## config.mk

```make
export PLATFORM = sky130hd
export DESIGN_NAME = gtx_link_ctl
export DESIGN_NICKNAME = d
export VERILOG_FILES = /design/src/rtl/gtx_link_pkg.sv /design/src/rtl/sync_2ff.sv /design/src/rtl/gtx_link_ctl.sv
export SDC_FILE = /design/constraint.sdc
export NUM_CORES = 1
export LEC_CHECK = 0
export ABC_AREA = 1
export CAP_MARGIN = 25
export CELL_PAD_IN_SITES_DETAIL_PLACEMENT = 0
export CELL_PAD_IN_SITES_GLOBAL_PLACEMENT = 2
export CORE_ASPECT_RATIO = 1.4
export CORE_MARGIN = 3
export CORE_UTILIZATION = 36
export DETAILED_ROUTE_END_ITERATION = 8
export PLACE_DENSITY = 0.9
export SYNTH_ARGS = -nofsm -noshare
export SYNTH_HDL_FRONTEND = slang
export SYNTH_SLANG_ARGS = --single-unit
```

## constraint.sdc

```tcl
create_clock -name clk_i -period 2.4 [get_ports clk_i]
set_input_delay 0.6 -clock clk_i [delete_from_list [all_inputs] [get_ports clk_i]]
set_output_delay 0.6 -clock clk_i [all_outputs]
set_load 0.02 [all_outputs]
```

## src/rtl/gtx_link_pkg.sv

```systemverilog
`default_nettype none
// ============================================================================
// Module      : gtx_link_pkg
// Description : Shared types and constants for the GTX link controller:
//               state encoding, comma run length, error counter width.
// Revision    : 1.0 - initial release
// ============================================================================
package gtx_link_pkg;

    // Controller states; the encoding is visible on state_o
    typedef enum logic [2:0] {
        ST_RESET     = 3'd0,
        ST_WAIT_DONE = 3'd1,
        ST_ALIGN     = 3'd2,
        ST_UP        = 3'd3,
        ST_FAULT     = 3'd4
    } state_t;

    // Consecutive comma cycles required to declare alignment
    localparam int c_COMMA_RUN = 4;

    // Width of the lifetime error counter
    localparam int c_ERR_CNT_W = 16;

    // Largest of four values, used to size the shared state timer
    function automatic int max_of4(input int a, input int b, input int c, input int d);
        int m;
        m = a;
        if (b > m) m = b;
        if (c > m) m = c;
        if (d > m) m = d;
        return m;
    endfunction

endpackage
`default_nettype wire

```

## src/rtl/sync_2ff.sv

```systemverilog
`default_nettype none
// ============================================================================
// Module      : sync_2ff
// Description : Two-flop synchronizer bank for asynchronous level inputs.
// Revision    : 1.0 - initial release
// ============================================================================
module sync_2ff #(
    parameter int WIDTH = 1
) (
    input  logic             clk_i,
    input  logic             rst_n_i,
    input  logic [WIDTH-1:0] d_i,
    output logic [WIDTH-1:0] q_o
);

    logic [WIDTH-1:0] r_meta;
    logic [WIDTH-1:0] r_sync;

    // Two register stages give metastability time to resolve
    always_ff @(posedge clk_i or negedge rst_n_i) begin
        if (!rst_n_i) begin
            r_meta <= '0;
            r_sync <= '0;
        end else begin
            r_meta <= d_i;
            r_sync <= r_meta;
        end
    end

    assign q_o = r_sync;

endmodule
`default_nettype wire

```

## src/rtl/gtx_link_ctl.sv

```systemverilog
`default_nettype none
// ============================================================================
// Module      : gtx_link_ctl
// Description : GTX single-lane link bring-up and supervision controller.
//               Sequences soft resets, waits for reset-done, confirms comma
//               alignment, monitors error rate, retries and parks in FAULT.
//               Optional macro GTX_LINK_CTL_LOS_EN enables SFP loss-of-signal
//               handling; without it sfp_los_i is ignored.
// Revision    : 1.0 - initial release
// ============================================================================
module gtx_link_ctl
    import gtx_link_pkg::*;
#(
    parameter int RST_CYCLES    = 32,
    parameter int DONE_TIMEOUT  = 1048576,
    parameter int ALIGN_TIMEOUT = 65536,
    parameter int ERR_WINDOW    = 65536,
    parameter int ERR_MAX       = 15,
    parameter int MAX_RETRY     = 8,
    parameter int FAULT_HOLD    = 1048576
) (
    input  logic                   clk_i,
    input  logic                   rst_n_i,
    input  logic                   sfp_los_i,
    input  logic                   tx_done_i,
    input  logic                   rx_done_i,
    input  logic                   rx_comma_i,
    input  logic                   rx_err_i,
    output logic                   soft_reset_o,
    output logic                   link_up_o,
    output logic [2:0]             state_o,
    output logic [3:0]             retry_cnt_o,
    output logic [c_ERR_CNT_W-1:0] err_cnt_o
);

    // One timer serves every timed state, so it is sized for the longest one
    localparam int c_TMR_MAX = max_of4(RST_CYCLES, DONE_TIMEOUT, ALIGN_TIMEOUT, FAULT_HOLD);
    localparam int c_TMR_W   = $clog2(c_TMR_MAX + 1);
    localparam int c_WIN_W   = $clog2(ERR_WINDOW + 1);
    localparam int c_WERR_W  = $clog2(ERR_MAX + 2);
    localparam int c_RUN_W   = $clog2(c_COMMA_RUN + 1);

    localparam logic [c_TMR_W-1:0]  c_RST_LAST   = c_TMR_W'(RST_CYCLES - 1);
    localparam logic [c_TMR_W-1:0]  c_DONE_LAST  = c_TMR_W'(DONE_TIMEOUT - 1);
    localparam logic [c_TMR_W-1:0]  c_ALIGN_LAST = c_TMR_W'(ALIGN_TIMEOUT - 1);
    localparam logic [c_TMR_W-1:0]  c_HOLD_LAST  = c_TMR_W'(FAULT_HOLD - 1);
    localparam logic [c_WIN_W-1:0]  c_WIN_LAST   = c_WIN_W'(ERR_WINDOW - 1);
    localparam logic [c_WERR_W-1:0] c_ERR_MAX_V  = c_WERR_W'(ERR_MAX);
    localparam logic [c_RUN_W-1:0]  c_RUN_LAST   = c_RUN_W'(c_COMMA_RUN - 1);
    localparam logic [3:0]          c_RETRY_MAX  = 4'(MAX_RETRY);

`ifdef GTX_LINK_CTL_LOS_EN
    localparam int c_SYNC_W = 5;
`else
    localparam int c_SYNC_W = 4;
`endif

    logic [c_SYNC_W-1:0] w_async;
    logic [c_SYNC_W-1:0] w_sync;
    logic                w_tx;
    logic                w_rx;
    logic                w_comma;
    logic                w_err_s;
    logic                w_los;
    logic                w_done_ok;

`ifdef GTX_LINK_CTL_LOS_EN
    assign w_async = {sfp_los_i, rx_err_i, rx_comma_i, rx_done_i, tx_done_i};
    assign w_los   = w_sync[4];
`else
    logic w_unused_los;
    assign w_unused_los = sfp_los_i;
    assign w_async      = {rx_err_i, rx_comma_i, rx_done_i, tx_done_i};
    assign w_los        = 1'b0;
`endif

    sync_2ff #(
        .WIDTH (c_SYNC_W)
    ) u_sync (
        .clk_i   (clk_i),
        .rst_n_i (rst_n_i),
        .d_i     (w_async),
        .q_o     (w_sync)
    );

    assign w_tx      = w_sync[0];
    assign w_rx      = w_sync[1];
    assign w_comma   = w_sync[2];
    assign w_err_s   = w_sync[3];
    assign w_done_ok = w_tx & w_rx;

    state_t                  r_state;
    state_t                  w_next;
    logic [c_TMR_W-1:0]      r_tmr;
    logic [c_RUN_W-1:0]      r_run;
    logic [c_WIN_W-1:0]      r_win;
    logic [c_WERR_W-1:0]     r_werr;
    logic [c_WERR_W-1:0]     w_werr_next;
    logic [3:0]              r_retry;
    logic [3:0]              w_retry_inc;
    logic [c_ERR_CNT_W-1:0]  r_err_cnt;
    logic                    r_err_d;
    logic                    r_err_rise;
    logic                    r_soft_reset;
    logic                    r_link_up;
    logic                    w_fail;
    logic                    w_retry_clr;
    logic                    w_los_hold;

    assign w_retry_inc = (r_retry == 4'hF) ? r_retry : r_retry + 4'd1;
    assign w_werr_next = (r_err_rise && (r_werr != '1)) ? r_werr + c_WERR_W'(1) : r_werr;

    // Next-state decision, attempt failure and retry bookkeeping
    always_comb begin
        w_next      = r_state;
        w_fail      = 1'b0;
        w_retry_clr = 1'b0;
        w_los_hold  = 1'b0;
        case (r_state)
            ST_RESET: begin
                if (w_los) begin
                    w_los_hold = 1'b1;
                end else if (r_tmr == c_RST_LAST) begin
                    w_next = ST_WAIT_DONE;
                end
            end
            ST_WAIT_DONE: begin
                if (w_done_ok) begin
                    w_next = ST_ALIGN;
                end else if (r_tmr == c_DONE_LAST) begin
                    w_fail = 1'b1;
                end
            end
            ST_ALIGN: begin
                if (!w_done_ok) begin
                    w_fail = 1'b1;
                end else if (w_comma && (r_run == c_RUN_LAST)) begin
                    w_next      = ST_UP;
                    w_retry_clr = 1'b1;
                end else if (r_tmr == c_ALIGN_LAST) begin
                    w_fail = 1'b1;
                end
            end
            ST_UP: begin
                // Threshold check uses the count including this cycle's error
                if ((w_werr_next > c_ERR_MAX_V) || !w_done_ok) begin
                    w_next = ST_RESET;
                end
            end
            ST_FAULT: begin
                if (r_tmr == c_HOLD_LAST) begin
                    w_next      = ST_RESET;
                    w_retry_clr = 1'b1;
                end
            end
            default: begin
                w_next = ST_RESET;
            end
        endcase

        if (w_fail) begin
            w_next = (w_retry_inc == c_RETRY_MAX) ? ST_FAULT : ST_RESET;
        end

        // Loss of signal restarts bring-up without charging a retry
        if (w_los && (r_state != ST_RESET)) begin
            w_next      = ST_RESET;
            w_fail      = 1'b0;
            w_retry_clr = 1'b0;
        end
    end

    // State register and registered outputs aligned with it
    always_ff @(posedge clk_i or negedge rst_n_i) begin
        if (!rst_n_i) begin
            r_state      <= ST_RESET;
            r_soft_reset <= 1'b1;
            r_link_up    <= 1'b0;
        end else begin
            r_state      <= w_next;
            r_soft_reset <= (w_next == ST_RESET) || (w_next == ST_FAULT);
            r_link_up    <= (w_next == ST_UP);
        end
    end

    // Shared state timer: clears on entry, frozen at zero while LOS holds RESET
    always_ff @(posedge clk_i or negedge rst_n_i) begin
        if (!rst_n_i) begin
            r_tmr <= '0;
        end else if ((w_next != r_state) || w_los_hold) begin
            r_tmr <= '0;
        end else if (r_tmr != '1) begin
            r_tmr <= r_tmr + c_TMR_W'(1);
        end
    end

    // Consecutive comma counter, only meaningful while staying in ALIGN
    always_ff @(posedge clk_i or negedge rst_n_i) begin
        if (!rst_n_i) begin
            r_run <= '0;
        end else if ((r_state == ST_ALIGN) && (w_next == ST_ALIGN) && w_comma) begin
            if (r_run != '1) r_run <= r_run + c_RUN_W'(1);
        end else begin
            r_run <= '0;
        end
    end

    // Error-rate window: window position and per-window error count
    always_ff @(posedge clk_i or negedge rst_n_i) begin
        if (!rst_n_i) begin
            r_win  <= '0;
            r_werr <= '0;
        end else if ((r_state == ST_UP) && (w_next == ST_UP)) begin
            if (r_win == c_WIN_LAST) begin
                r_win  <= '0;
                r_werr <= '0;
            end else begin
                r_win  <= r_win + c_WIN_W'(1);
                r_werr <= w_werr_next;
            end
        end else begin
            r_win  <= '0;
            r_werr <= '0;
        end
    end

    // rx_err rising-edge detector, registered to give a clean one-cycle pulse
    always_ff @(posedge clk_i or negedge rst_n_i) begin
        if (!rst_n_i) begin
            r_err_d    <= 1'b0;
            r_err_rise <= 1'b0;
        end else begin
            r_err_d    <= w_err_s;
            r_err_rise <= w_err_s & ~r_err_d;
        end
    end

    // Lifetime error count while UP, saturating
    always_ff @(posedge clk_i or negedge rst_n_i) begin
        if (!rst_n_i) begin
            r_err_cnt <= '0;
        end else if ((r_state == ST_UP) && r_err_rise && (r_err_cnt != '1)) begin
            r_err_cnt <= r_err_cnt + c_ERR_CNT_W'(1);
        end
    end

    // Consecutive failed attempts, saturating
    always_ff @(posedge clk_i or negedge rst_n_i) begin
        if (!rst_n_i) begin
            r_retry <= '0;
        end else if (w_retry_clr) begin
            r_retry <= '0;
        end else if (w_fail) begin
            r_retry <= w_retry_inc;
        end
    end

    assign soft_reset_o = r_soft_reset;
    assign link_up_o    = r_link_up;
    assign state_o      = r_state;
    assign retry_cnt_o  = r_retry;
    assign err_cnt_o    = r_err_cnt;

endmodule
`default_nettype wire
```

After elaboration in Yosys (flattened, before gate mapping):

Cells that the tools add are included.
W data, S select, Z words.

* register bits: 81
* input port bits: 7
* output and inout bits: 25
* word-level logic and storage cells: 87

* $add $sub $neg: 6
* magnitude comparators: 1
* equality and inequality tests: 20
* muxes and demuxes: 30
* bitwise logic cells: 3
* reductions and logical operators: 14

Operator list (number)
* $mux W21: 2
* $mux W17: 2
* $mux W3: 10
* $add A21 B1 Y21 const B: 1
* $eq A21 B16 Y1 const B: 1
* $eq A21 B20 Y1 const B: 1
* $eq A21 B5 Y1 const B: 1
* $ne A21 B21 Y1 const B: 1
* $add A17 B1 Y17 const B: 1
* $eq A17 B16 Y1 const B: 1
* $add A16 B1 Y16 const B: 1
* $ne A16 B16 Y1 const B: 1
* $eq A3 B2 Y1 const B: 5
* $mux W5: 3
* $pmux W3 S5: 1
* $mux W4: 3
* $eq A4 B4 Y1 const B: 2
* $logic_and A1 B1 Y1: 7
* $mux W1: 7
* $eq A3 B3 Y1 const B: 2
* $logic_not A3 Y1: 2
* $add A5 B1 Y5 const B: 1
* $gt A5 B4 Y1 const B: 1
* $ne A5 B5 Y1 const B: 1
* 12 further kinds: 16

Depth between registers and ports, before layout:

Gate-level depths: netlist of run 1.

* depth after elaboration: 12
* depth in mapped cells: 18
* mapped depth without buffers: 17

By module:

From an unflattened synthesis of run 1, not the netlist that was laid out.

* cell total of the unflattened synthesis: 494
* area total of the unflattened synthesis: 4195.3 µm²

Modules (own cells, without submodules)
* gtx_link_ctl: times used 1, cells each 486, area an instance 3995.1 µm², sequential area each 1828.0 µm²
* sync_2ff: times used 1, cells each 8, area an instance 200.2 µm², sequential area each 200.2 µm²

Worst setup path after synthesis of run 1:

OpenSTA, ideal clock, no wires.

* path type: reg2reg
* start point: register r_werr[0]
* end point: register r_tmr[2]
* data arrival time: 1.993 ns
* path slack: 0.285 ns
* stages on the path, launching flop included: 19
* path through: dfrtp_1 -> ha_1 -> and3_1 -> ha_1 -> inv_1 -> nand2_1 -> inv_1 -> nand2_1 -> nand2_1 -> nor2_2 -> nor2_1 -> nand2_2 -> nand3_2 -> nand2_1 -> nand2_1 -> nor2_2 -> nand2_2 -> buf_6 -> nor2_2

* word-level cells in the longest chain between the ends: 10

Ends and longest elaborated chain
* from (decl): RTL line gtx_link_ctl.sv:97 `logic [c_WERR_W-1:0] r_werr;`
* from (signal assigned): RTL line gtx_link_ctl.sv:219 `r_werr <= w_werr_next;`
* branches (longest 2 deep; another with $add A5 B1 Y5)
* $mux W5 *: RTL line gtx_link_ctl.sv:111 `assign w_werr_next = (r_err_rise && (r_werr != '1)) ? r_werr + c_WERR_W'(1) : r_werr;`
* $gt A5 B4 Y1 *: RTL line gtx_link_ctl.sv:146 `if ((w_werr_next > c_ERR_MAX_V) || !w_done_ok) begin`
* $logic_or A1 B1 Y1 *: RTL line gtx_link_ctl.sv:146
* $mux W3 *: RTL line gtx_link_ctl.sv:146
* $pmux W3 S5 *: RTL line gtx_link_ctl.sv:119 `case (r_state)`
* $mux W3 *: RTL line gtx_link_ctl.sv:161 `if (w_fail) begin`
* $ne A3 B3 Y1 *: RTL line gtx_link_ctl.sv:190 `end else if ((w_next != r_state) || w_los_hold) begin`
* $mux W21 / $reduce_bool A2 Y1 (equally long branches)
* to (signal assigned): RTL line gtx_link_ctl.sv:193 `r_tmr <= r_tmr + c_TMR_W'(1);`
* to (decl): RTL line gtx_link_ctl.sv:94 `logic [c_TMR_W-1:0] r_tmr;`

Mark *: on every way between the ends.
A chain may end at the register's enable or synchronous reset.

Final worst setup path of run 1:

* start point: register r_werr[1]
* end point: register r_tmr[9]

The elaborated chain is that of the path after synthesis.

==> metrics.md, run 1 <==
| Metric | Value |
|---|---|
| Final Setup Violations | `0` |
| Setup Skew | `6.137 ps` |
| Area contributors post-synth | `dfrtp_1 49%, nand2_1 8.3%, nor2_1 6.2%, xor2_1 6.2%, nor2_2 4.4%` |
| Synth Area in Simple Gates | `29.93%` |
| Async SR Flop Fraction | `100.0%` |
| Crit-path cells | `ha_2 > and3_4 > ha_2 > inv_1 > nand2_2 > nand2_2 > nand2_2 > nor2_4 > nor2_1 > nand2_2 > nand3_4 > nand2_2 > nand2_1 > nor2_2 > nand2_4 > clkbuf_16 > nor2_2` |
| Vias in the first global route | `3036` |
| Period utilization | `95.39%` |
| Final Hold Fails | `0` |
| Core ar. | `10980 sq um` |
| Synth top area share | `48.91%` |
| Overflow after GRT | `0` |
| Area of the mapped netlist | `slightly above 4000 sq um` |
| Critical Path AT | `2560 ps` |
| CP Capture Type | `flip-flop` |
| Area of the multi-input gates | `1882 sq um` |
| Fin util | `a little under half` |
| IO Pins | `32` |
| Most frequent cells in the layout | `85 x nand2_1, 80 x dfrtp_1, 68 x nor2_1` |
| Max IR drop VDD | `0.0006256 V` |
| Filler instances | `1064` |
| Startpoint type of the worst setup path | `flip-flop` |
| # diodes | `0` |
| Sink Count | `81` |
| Post-Route WL | `8409 um` |
| Post-synthesis mux area share | `0%` |
| Post-layout min period | `2289 ps` |
| Critical Path RT | `around 2700 ps` |
| Status | `finished clean` |
| Max Fanout on Critical Path | `5` |
| Placed cells | `about 640` |
| Max Cap Violations | `0` |
| Syn Nets | `487` |
| Pwr/cell area | `771.6 nW/um^2` |
| Via-to-Cell Ratio | `4.646` |
| Worst Tran Pin Value | `542.9 ps` |
| Drt first pass iters | `4` |
| CP max stage cell | `dfrtp_1` |
| Port Buf Inserts | `30` |
| Fmax achieved | `436.8 MHz` |
| Area of the die | `~13000 sq um` |
| Overall power | `3.932 mW` |
| First-pass GRT wire length | `13960 um` |
| CP Class | `reg -> reg` |
| Combinational family with the most area after synthesis | `simple AND/OR/NAND/NOR gates` |
| Finished Layout Cells | `667` |
| Ratio of cells with drive above 1 in the final layout | `18.06%` |
| Slew margin rel. | `63.81%` |
| Clock transition at path regs | `approximately 60 ps` |
| Synth area leader | `dfrtp_1` |
| Horiz. Die Dim | `96.12 um` |
| Number of nets in the layout | `537` |
| Post-synth cell types | `31` |
| Antenna violations before repair | `0` |
| Die height | `between 100 and 150 um` |
| Worst path max stage delay | `400 ps` |
| WL per Instance | `12.61 um` |
| Most used cell, CP | `nand2_2` |
| CTS tree | `yes` |
| Hold WC Path Type | `in -> async` |
| Post-synthesis area per instance | `8.689 sq um` |
| Gpl congestion | `0.7525` |
| Starting Density | `37.28%` |
| CTS Buf Count | `9` |
| Pleak | `2.285 nW` |
| Clock Path Buffers | `2` |
| Worst setup margin | `110.5 ps` |
| Overall Global Routing Usage | `14.03%` |
| CTS root buffer | `clkbuf_16` |
| Post-DP HPWL | `5989 um` |
| Post-Synth Adder-Cell Area | `2.751%` |
| Fraction of the mapped netlist area in compound gates | `3.057%` |
| Skew-Pair Late Insertion Delay | `approximately 340 ps` |
| Setup TNS | `0 ps` |
| Commonest non-fill, non-tap cell in the layout | `nand2_1` |
| Seq. cell area | `2028 sq um` |
| Synth Instances | `471` |
| # hold bufs at CTS | `0` |
| # DRC | `0` |
| Htree depth | `3` |
| Post-synthesis sequential area ratio | `49.56%` |
| Drt initial violations | `119` |
| Dpl ws | `56.25 ps` |
| Via count | `slightly above 3000` |
| Final Slew Violations | `0` |
| Pin count of the biggest net entering global routing | `42` |
| #FFs+latches synth | `between 80 and 90` |
| Site Rows | `45` |
| EDFF count, synth | `0` |
| Antenna Nets Post-Route | `0` |
| YS warnings | `0` |
| Synth-to-Final Area Change | `24.52%` |
| Post-synthesis xor/xnor area fraction | `8.988%` |
| Main synth FF type | `dfrtp_1` |
## logic make-up after synthesis
kind of cell | count (synthesis)
AND/OR/NAND/NOR | 259
flip-flops | 81
buffers and inverters | 57
XOR/XNOR | 42
AO/OA/AOI/OAI | 22
adder cells (fa/ha/maj) | 9
other | 1
## final cells by class
class	instances	area share (%)
Sequential cell	81	39.80
Multi-Input combinational cell	333	36.93
Timing Repair Buffer	42	8.863
Clock buffer	12	5.033
Inverter	54	3.977
Tap cell	141	3.462
Clock inverter	4	1.940
## flip-flops by register name, indices dropped and copies added, names as in the netlist
register,cells
r_run,3
state_o,3
soft_reset_o,1
u_sync.q_o,4
u_sync.r_meta,4
r_tmr,21
r_err_rise,1
retry_cnt_o,4
r_werr,5
r_win,17
r_err_d,1
err_cnt_o,16
link_up_o,1
## repair_timing
action	4_1_cts	5_1_grt
setup buffers	0	5
endpoints found under the setup margin	0	22
gates resized for setup	0	14
## synthesized netlist by cell type, types with 2 or more instances
master    number
nand4_1       10
nand3_1       21
inv_1         47
a21oi_1        4
nand2_1       91
nor2_4         2
nor3b_1        2
nand2_2       10
ha_1           9
nor3_2         3
nor4_1         2
nor2_1        68
o21bai_1       2
dfrtp_1       80
buf_6          2
xnor2_1       13
inv_2          7
nor2_2        29
nand3_2        4
o22ai_1        5
xor2_1        29
o21ai_0        9
nor3_1        14
## final timing paths
path | start | to | slack, ps | depth (start not counted)
min in group clk_i | u_sync.r_meta[3]$_DFF_PN0_ | u_sync.q_o[3]$_DFF_PN0_ | 350 | 0
min | rst_n_i | retry_cnt_o[3]$_DFFE_PN0P_ | 240 | 1
min reg2reg | u_sync.r_meta[3]$_DFF_PN0_ | u_sync.q_o[3]$_DFF_PN0_ | 350 | 0
max | r_werr[1]$_DFF_PN0_ | r_tmr[9]$_DFFE_PN0P_ | 110 | 17
max reg2reg | r_werr[1]$_DFF_PN0_ | r_tmr[9]$_DFFE_PN0P_ | 110 | 17
max in group asynchronous | rst_n_i | r_win[14]$_DFF_PN0_ | 1540 | 2
## power breakdown
group,switching [mW],internal (mW),total (mW)
combinational,0.442,0.344,0.786
clock,0.534,1.08,1.61
sequential,0.0774,1.46,1.54
total,1.05,2.88,3.93
## through the flow
stage	hold slack, ps	area [sq um]
3_3_place_gp	332.9	4594
5_1_grt	277.9	5096
2_1_floorplan	304.4	4093
3_5_place_dp	334.7	4594
4_1_cts	267.0	4950
6_report	241.9	5096
## worst max-delay path: cells and delay by family, from the launching register on
family                   cells  cell delay [ps]
AND/OR/NAND/NOR             13             1200
flip-flops                   1              400
adder cells (fa/ha/maj)      2              370
buffers and inverters        2              240
## metal layers
layer	track usage [%]	routed length [um]	vias to the layer above	part of all wire, %
li1	-	-	1579	-
met1	18.01	3655	1467	43
met2	22.32	4347	38	52
met3	3.255	204	15	2.4
met4	5.934	201	0	2.4
met5	0	0	-	0
(Power assumes the default switching activity.)
==> inputs of run 2 (changes only) <==
--- a/config.mk
+++ b/config.mk
@@ -7,13 +7,11 @@
 export LEC_CHECK = 0
 export ABC_AREA = 1
 export CAP_MARGIN = 25
-export CELL_PAD_IN_SITES_DETAIL_PLACEMENT = 0
-export CELL_PAD_IN_SITES_GLOBAL_PLACEMENT = 2
 export CORE_ASPECT_RATIO = 1.4
 export CORE_MARGIN = 3
-export CORE_UTILIZATION = 36
+export CORE_UTILIZATION = 58
 export DETAILED_ROUTE_END_ITERATION = 8
-export PLACE_DENSITY = 0.9
+export PLACE_DENSITY = 0.89
 export SYNTH_ARGS = -nofsm -noshare
 export SYNTH_HDL_FRONTEND = slang
 export SYNTH_SLANG_ARGS = --single-unit
==> metrics.md, run 2 (same netlist as run 1, synthesis figures left out) <==
| Metric | Value |
|---|---|
| Most flops, register | `r_tmr` |
| Drt first pass iters | `5 (+1)` |
| Htree depth | `3 (unchanged)` |
| # diodes | `0 (unchanged)` |
| Most frequent cells in the layout | `87 x nand2_1, 80 x dfrtp_1, 67 x nor2_1` |
| CP Class | `reg -> reg` |
| Clock transition at path regs | `90 ps (+30 ps)` |
| IO Pins | `32 (unchanged)` |
| Number of nets in the layout | `536 (-0.19%)` |
| Commonest non-fill, non-tap cell in the layout | `nand2_1` |
| Period utilization | `97.59% (+2.2 points)` |
| Drt initial violations | `222 (+87%)` |
| Max Fanout on Critical Path | `6 (+1)` |
| Skew-Pair Late Insertion Delay | `360 ps (+20 ps)` |
| Length of routed wiring on met1 | `3698 um (+1.2%)` |
| Overall Global Routing Usage | `22.14% (+8.1 points)` |
| Horiz. Die Dim | `77.00 um (-20%)` |
| Status | `finished clean` |
| Post-layout min period | `2342 ps (+52.72 ps)` |
| Synth-to-Final Area Change | `18.47%` |
| Critical Path RT | `2690 ps (+20 ps)` |
| Hold slack | `188.3 ps (-53.60 ps)` |
| Setup Skew | `9.697 ps (+3.559 ps)` |
| Via-to-Cell Ratio | `5.400 (+16%)` |
| Core ar. | `6700 sq um (-39%)` |
| # DRC | `0 (unchanged)` |
| CTS Buf Count | `9 (unchanged)` |
| Setup TNS | `0 ps (unchanged)` |
| Reg2reg start | `r_werr[1]$_DFF_PN0_` |
| Crit path launch | `r_werr[1]$_DFF_PN0_` |
| Sink Count | `81 (unchanged)` |
| Antenna violations before repair | `0 (unchanged)` |
| Max Cap Violations | `0 (unchanged)` |
| Met2 routed wirelength | `4900 um (+13%)` |
| # hold bufs at CTS | `0 (unchanged)` |
| Slew margin rel. | `63.20% (-0.61 points)` |
| Port Buf Inserts | `30 (unchanged)` |
| Top Layer Used | `met4` |
| Pin count of the biggest net entering global routing | `48 (+14%)` |
| Gpl congestion | `0.8469 (+13%)` |
| Vias in the first global route | `3331 (+9.7%)` |
| Final Hold Fails | `0 (unchanged)` |
| Die height | `105.4 um (-20%)` |
| Final Setup Violations | `0 (unchanged)` |
| Max IR drop VDD | `0.0006713 V (+7.3%)` |
| Area of the die | `8115 sq um (-36%)` |
| Overflow after GRT | `0 (unchanged)` |
| Critical Path AT | `2630 ps (+70 ps)` |
| Pwr/cell area | `672.5 nW/um^2 (-13%)` |
| Worst Tran Pin Value | `550.7 ps (+7.772 ps)` |
| Hold WC Path Type | `in -> async` |
| Post-DP HPWL | `5957 um (-0.53%)` |
| First-pass GRT wire length | `14420 um (+3.3%)` |
| Via count | `3332 (+7.5%)` |
| Post-Route WL | `9333 um (+11%)` |
| Startpoint type of the worst setup path | `flip-flop` |
| Fmax achieved | `427.0 MHz (-2.3%)` |
| Filler instances | `412 (-61%)` |
| WL per Instance | `15.13 um (+20%)` |
| CTS root buffer | `clkbuf_8` |
| Pleak | `2.200 nW (-3.7%)` |
| Final Slew Violations | `0 (unchanged)` |
| Overall power | `3.261 mW (-17%)` |
| Antenna Nets Post-Route | `0 (unchanged)` |
| Site Rows | `35 (-22%)` |
| Starting Density | `61.08% (+24 points)` |
| Ratio of cells with drive above 1 in the final layout | `17.52% (-0.54 points)` |
| Max reg flops | `21 (unchanged)` |
| CTS tree | `yes` |
| Routed wl met3 | `415 um (+100%)` |
| Clock Path Buffers | `2 (unchanged)` |
| CP Capture Type | `flip-flop` |
==> run 2: cell types whose count changed in the layout (fill, tap and decap cells not counted), moves of 3 or more <==
cell        delta
clkinvlp_4     +3
clkbuf_8       +8
clkbuf_16      -9
bufinv_16      -3
==> run 2: path summary, 6_finish.rpt <==
| kind | endpoint | slack [ps] | cells past startpoint |
|---|---|---|---|
| setup / recovery | r_tmr[12]$_DFFE_PN0P_ | 60 | 17 |
| setup reg to reg | r_tmr[12]$_DFFE_PN0P_ | 60 | 17 |
| min in group clk_i | u_sync.q_o[2]$_DFF_PN0_ | 350 | 0 |
| hold / removal | retry_cnt_o[1]$_DFFE_PN0P_ | 190 | 1 |
| hold reg to reg | u_sync.q_o[2]$_DFF_PN0_ | 350 | 0 |
| max in group asynchronous | r_win[3]$_DFF_PN0_ | 1600 | 2 |
==> run 2: power by group <==
part           total, mW  switching (mW)  internal, mW
registers           1.54          0.0840          1.46
clock network      0.931           0.518         0.414
logic              0.789           0.451         0.337
==> run 2: metrics by stage <==
step / area (sq um) / setup slack [ps] / std cells / utilization (%)
after floorplan: 4093 / 285.0 / 471 / -
after global placement: 4518 / 158.1 / 592 / 67.43
after detailed placement: 4518 / 54.61 / 592 / 67.43
after CTS: 4707 / 27.07 / 608 / 70.25
after global routing: 4848 / -99.18 / 617 / 72.36
final: 4848 / 57.81 / 617 / 72.36
==> run 2: what timing repair did <==
action | CTS | global route
hold endpoints to repair | 0 | 0
resized for setup | 0 | 11
buffers inserted | 0 | 6
endpoints found under the setup margin | 0 | 22
==> run 2: routing by layer <==
layer  global-route usage (%)  up-vias
met3                    5.299       36
li1                         -     1583
met2                    40.27      113
met4                    9.415        0
met5                        0        -
met1                    24.37     1600
==> run 2: worst max-delay path: stages (launching register included) <==
cell,delay (ps)
dfrtp_1,400
ha_2,190
and3_1,180
ha_1,170
inv_1,60
nand2_2,90
nand2_2,80
nand2_2,70
nor2_4,170
nor2_2,60
nand2_2,80
nand3_4,80
nand2_1,60
nand2_1,60
nor2_2,130
nand2_4,120
buf_12,160
nor2_2,100
==> run 2: area by class of cell <==
class | instances | area, sq um | area share (%)
flip-flops and latches | 81 | 2028 | 41.83
inverters | 54 | 205.2 | 4.232
repair buffers | 41 | 444.2 | 9.161
well taps | 92 | 115.1 | 2.374
clock inverters | 6 | 51.30 | 1.058
clock buffers | 10 | 137.6 | 2.839
multi-input cells | 333 | 1867 | 38.50
